--- config.mk ---
export PLATFORM = sky130hd
export DESIGN_NAME = f_fetch_unit
export DESIGN_NICKNAME = d
export VERILOG_FILES = /design/src/rtl/f_fetch_unit.sv
export SDC_FILE = /design/constraint.sdc
export NUM_CORES = 1
export LEC_CHECK = 0
export ABC_CLOCK_PERIOD_IN_PS = 4000
export CAP_MARGIN = 40
export CORE_MARGIN = 3
export CORE_UTILIZATION = 50
export CTS_BUF_LIST = sky130_fd_sc_hd__clkbuf_4 sky130_fd_sc_hd__clkbuf_8
export DETAILED_ROUTE_END_ITERATION = 6
export MAX_ROUTING_LAYER = met4
export PLACE_DENSITY = 0.9
export SLEW_MARGIN = 20
export SYNTH_ARGS = -nofsm -noshare
export SYNTH_HDL_FRONTEND = slang
export SYNTH_SLANG_ARGS = --single-unit
--- constraint.sdc ---
create_clock -name clk -period 4 [get_ports clk]
set_input_delay 0.4 -clock clk [delete_from_list [all_inputs] [get_ports clk]]
set_output_delay 0.4 -clock clk [all_outputs]
set_load 0.05 [all_outputs]
--- src/rtl/f_fetch_unit.sv ---
// Instruction fetch stage: drives a single-outstanding-request instruction
// memory, buffers a word returned during a stall, and loads the F/D pipeline
// register with either a real instruction or a bubble on every unstalled edge.
module f_fetch_unit (
  input  logic        clk,
  input  logic        reset,
  input  logic [31:0] in_npc,
  input  logic        in_stall,
  output logic        imem_req,
  output logic [31:0] imem_addr,
  input  logic        imem_ack,
  input  logic [31:0] imem_rdata,
  output logic [31:0] out_Fpc,
  output logic [31:0] out_Dinstr,
  output logic [31:0] out_Dpc,
  output logic        out_Dvalid,
  output logic        out_Dadel,
  output logic        out_busy
);

  localparam logic [31:0] PC_RESET = 32'h0000_3000;
  localparam logic [31:0] PC_LO    = 32'h0000_3000;
  localparam logic [31:0] PC_HI    = 32'h0000_6FFC;

  typedef enum logic [1:0] {FETCH, WAIT, READY} state_e;

  state_e      state_q;
  logic [31:0] pc_q;
  logic [31:0] buf_q;
  logic [31:0] dinstr_q;
  logic [31:0] dpc_q;
  logic        dvalid_q;
  logic        dadel_q;

  logic        addr_err;
  logic        ack;
  logic        word_ready;
  logic        advance;
  logic [31:0] fetch_word;

  // Misaligned or out-of-window PCs never reach memory; they behave as an
  // already-fetched all-zero word tagged with an address error.
  always_comb begin
    addr_err   = (pc_q[1:0] != 2'b00) || (pc_q < PC_LO) || (pc_q > PC_HI);
    imem_req   = !reset && !addr_err && (state_q != READY);
    ack        = imem_req && imem_ack;
    word_ready = ack || addr_err || (state_q == READY);
    advance    = word_ready && !in_stall;
    out_busy   = imem_req && !imem_ack;
    if (addr_err)
      fetch_word = 32'h0000_0000;
    else if (ack)
      fetch_word = imem_rdata;
    else
      fetch_word = buf_q;
  end

  // Fetch FSM, PC, stall buffer and F/D register; reset overrides stall and ack.
  always_ff @(posedge clk) begin
    if (reset) begin
      state_q  <= FETCH;
      pc_q     <= PC_RESET;
      buf_q    <= 32'h0000_0000;
      dinstr_q <= 32'h0000_0000;
      dpc_q    <= PC_RESET;
      dvalid_q <= 1'b0;
      dadel_q  <= 1'b0;
    end else if (advance) begin
      dinstr_q <= fetch_word;
      dpc_q    <= pc_q;
      dvalid_q <= 1'b1;
      dadel_q  <= addr_err;
      pc_q     <= in_npc;
      state_q  <= FETCH;
    end else begin
      if (!in_stall) begin
        // Nothing to hand over this edge: the decode stage sees a bubble.
        dinstr_q <= 32'h0000_0000;
        dpc_q    <= pc_q;
        dvalid_q <= 1'b0;
        dadel_q  <= 1'b0;
      end
      if (ack) begin
        // Only reachable while stalled: park the word until decode can take it.
        buf_q   <= imem_rdata;
        state_q <= READY;
      end else if (imem_req) begin
        state_q <= WAIT;
      end
    end
  end

  assign imem_addr  = pc_q;
  assign out_Fpc    = pc_q;
  assign out_Dinstr = dinstr_q;
  assign out_Dpc    = dpc_q;
  assign out_Dvalid = dvalid_q;
  assign out_Dadel  = dadel_q;

endmodule
==> impl_metrics.json <==
{
  "cts_setup_buffers": 0,
  "relSlewSlack": 0.561,
  "start_util": 0.526,
  "core_area_um2": 10600,
  "synthTopCellsByCount": "132 x dfxtp_1, 99 x nand2_1, 69 x nor2_1",
  "outcome": "complete, no violations",
  "critPathKind": "reg2out",
  "place_congestion": 0.876,
  "endpoint_kind": "output pin",
  "die_area_um2": 12500,
  "grt_util_all_layers": 0.251,
  "grt_busiest_layer": "met2",
  "cts_tree": "done",
  "drive_above_1_share": 0.0662,
  "p_total_mw": 3.08,
  "dieWidth_um": 112,
  "dr.pass1.iters": 5,
  "clock_sinks": 132,
  "max-cap-violations": 0,
  "fin_tns_setup_ns": 0,
  "max_freq_mhz": 282,
  "final_nets": 825,
  "yosys_register_bits": 132,
  "diodes": 0,
  "clk_latency_ns": 0.42,
  "ys_top_cells_by_area": "dfxtp_1 47%, mux2i_1 11%, nand2_1 6.7%",
  "holdWs_ns": 0.448,
  "final_max_slew_viol_count": 0,
  "worst_pin_slew_ns": 0.659,
  "start_kind": "flop",
  "yosysUniqueCellTypes": 36,
  "async_reset_ff_frac": 0,
  "die_h_um": 112,
  "avgSynthCellArea_um2": 9.17,
  "numCtsBuffers": 17,
  "netlist_area_um2": 5580,
  "hpwl_mm": 10.6,
  "synth_nets": 676,
  "finalHoldViolCount": 0,
  "htreeDepth": 4,
  "period_minus_slack_ns": 3.55,
  "hold_class": "reg2reg",
  "grt_pass1_wl_mm": 25.0,
  "pin_count": 200,
  "routed_via_density": 5.41,
  "wl_per_cell_um": 16.8,
  "syn_to_final_growth_pct": 39.9,
  "post-route-drc-count": 0,
  "synthFlopType": "dfxtp_1",
  "fin_skew_ns": 0.00862,
  "setup-violations-final": 0,
  "met1_usage": 0.304,
  "grt_pass1_vias": 5020,
  "synth_top_area_frac": 0.474,
  "clockRootBuffer": "clkbuf_8",
  "grt_setup_unrepaired": "no",
  "grt_max_degree": 87,
  "antenna_found_initial": 0,
  "seq_area_frac_synth": 0.474,
  "synth_top_area_cell": "dfxtp_1",
  "cts_resized": 0,
  "fin_crit_sh": 0.887,
  "synth-edff-count": 0,
  "clk_pin_slew_ns": 0.07,
  "p_per_area_nw_per_um2": 395,
  "worstPathRequired_ns": 3.60,
  "ys.warnings.count": 0,
  "p_leak_nw": 3.09,
  "vdd_drop_max_uv": 224,
  "ant_nets": 0,
  "finalWorstSetupSlack_ns": 0.451,
  "synth.most_common_cell": "dfxtp_1",
  "routed_wl_mm": 15.2,
  "cp.arrival_ns": 3.15,
  "port_buffers": 199,
  "grt_use_met2": 0.422,
  "met3_usage": 0.0489,
  "path_max_fanout": 5,
  "gr-total-overflow": 0,
  "r2r_setup_slack_ns": 1.20,
  "syn_inst": 608,
  "clockBufferDepth": 2,
  "cts_hold_buf": 0,
  "fp-row-count": 37,
  "first_iter_violations": 303,
  "pre_cts_slack_ns": 0.882,
  "vias": 4901
}
## cell usage in the layout, fill, tap and decap left out, types with 2 or more instances in the layout
cell type	instances
clkdlybuf4s50_1	197
dfxtp_1	132
nand2_1	99
nor2_1	69
mux2i_1	64
nand3_1	33
mux2_1	32
a22oi_1	32
o21ai_1	32
clkbuf_8	21
buf_4	7
nor4_1	4
inv_1	4
clkinv_2	4
a21oi_1	4
clkbuf_4	3
and3_1	2
o2111ai_1	2
or3_1	2
nand3b_1	2
nor3_2	2
nand4_1	2
clkinvlp_4	2
bufinv_16	2
buf_16	2
## per-stage QoR
stage               area, um2  cells   util
floorplan                5580    608      -
global placement         7330    872  0.692
detailed placement       7360    873  0.694
CTS                      7770    905  0.733
global route             7800    906  0.736
finish                   7800    906  0.736
## critical path: stages (launching register included)
cell             delay (ns)
dfxtp_1                0.35
nor4_1                 0.50
and2_1                 0.26
o2111ai_1              0.20
or3_1                  0.48
nor2_1                 0.12
clkdlybuf4s50_1        0.81
## power breakdown
group / switching, mW / total [mW] / internal, mW / leakage (nW)
clock: 0.491 / 1.13 / 0.639 / 0.209
sequential: 0.0436 / 1.39 / 1.35 / 1.07
combinational: 0.350 / 0.557 / 0.207 / 1.81
total: 0.885 / 3.08 / 2.20 / 3.09
## layout make-up
type                       instances  area [um2]
multi-input combinational        394        2470
inverter                           5        20.0
sequential                       132        2640
clock buffer                      24         312
clock inverter                     8        98.8
timing repair buffer             207        2080
tap                              136         170
fill                             733        2800
## kinds of logic after synthesis
| kind of cell | share of synthesized area |
|---|---|
| AND/OR/NAND/NOR | 0.173 |
| flip-flops | 0.474 |
| multiplexers | 0.180 |
| buffers and inverters | 0.0862 |
| AO/OA/AOI/OAI | 0.0875 |
## state kept, by name, summed over array words and instances, names as in the netlist
name        count
buf_q          32
imem_addr      32
out_Dinstr     32
out_Dpc        32
state_q         2
out_Dadel       1
out_Dvalid      1
## final timing paths
path                  from       endpoint  cells after the start
max          imem_addr[16]       out_busy                      6
min              buf_q[26]      buf_q[26]                      2
max reg2reg  imem_addr[14]  imem_addr[24]                      7
min reg2reg      buf_q[26]      buf_q[26]                      2
## metal layers
| layer | vias up | share of wire |
|---|---|---|
| li1 | 2342 | - |
| met1 | 2310 | 0.42 |
| met2 | 222 | 0.49 |
| met3 | 27 | 0.067 |
| met4 | 0 | 0.017 |
| met5 | - | 0 |
Power figures use the tool's default switching activity.
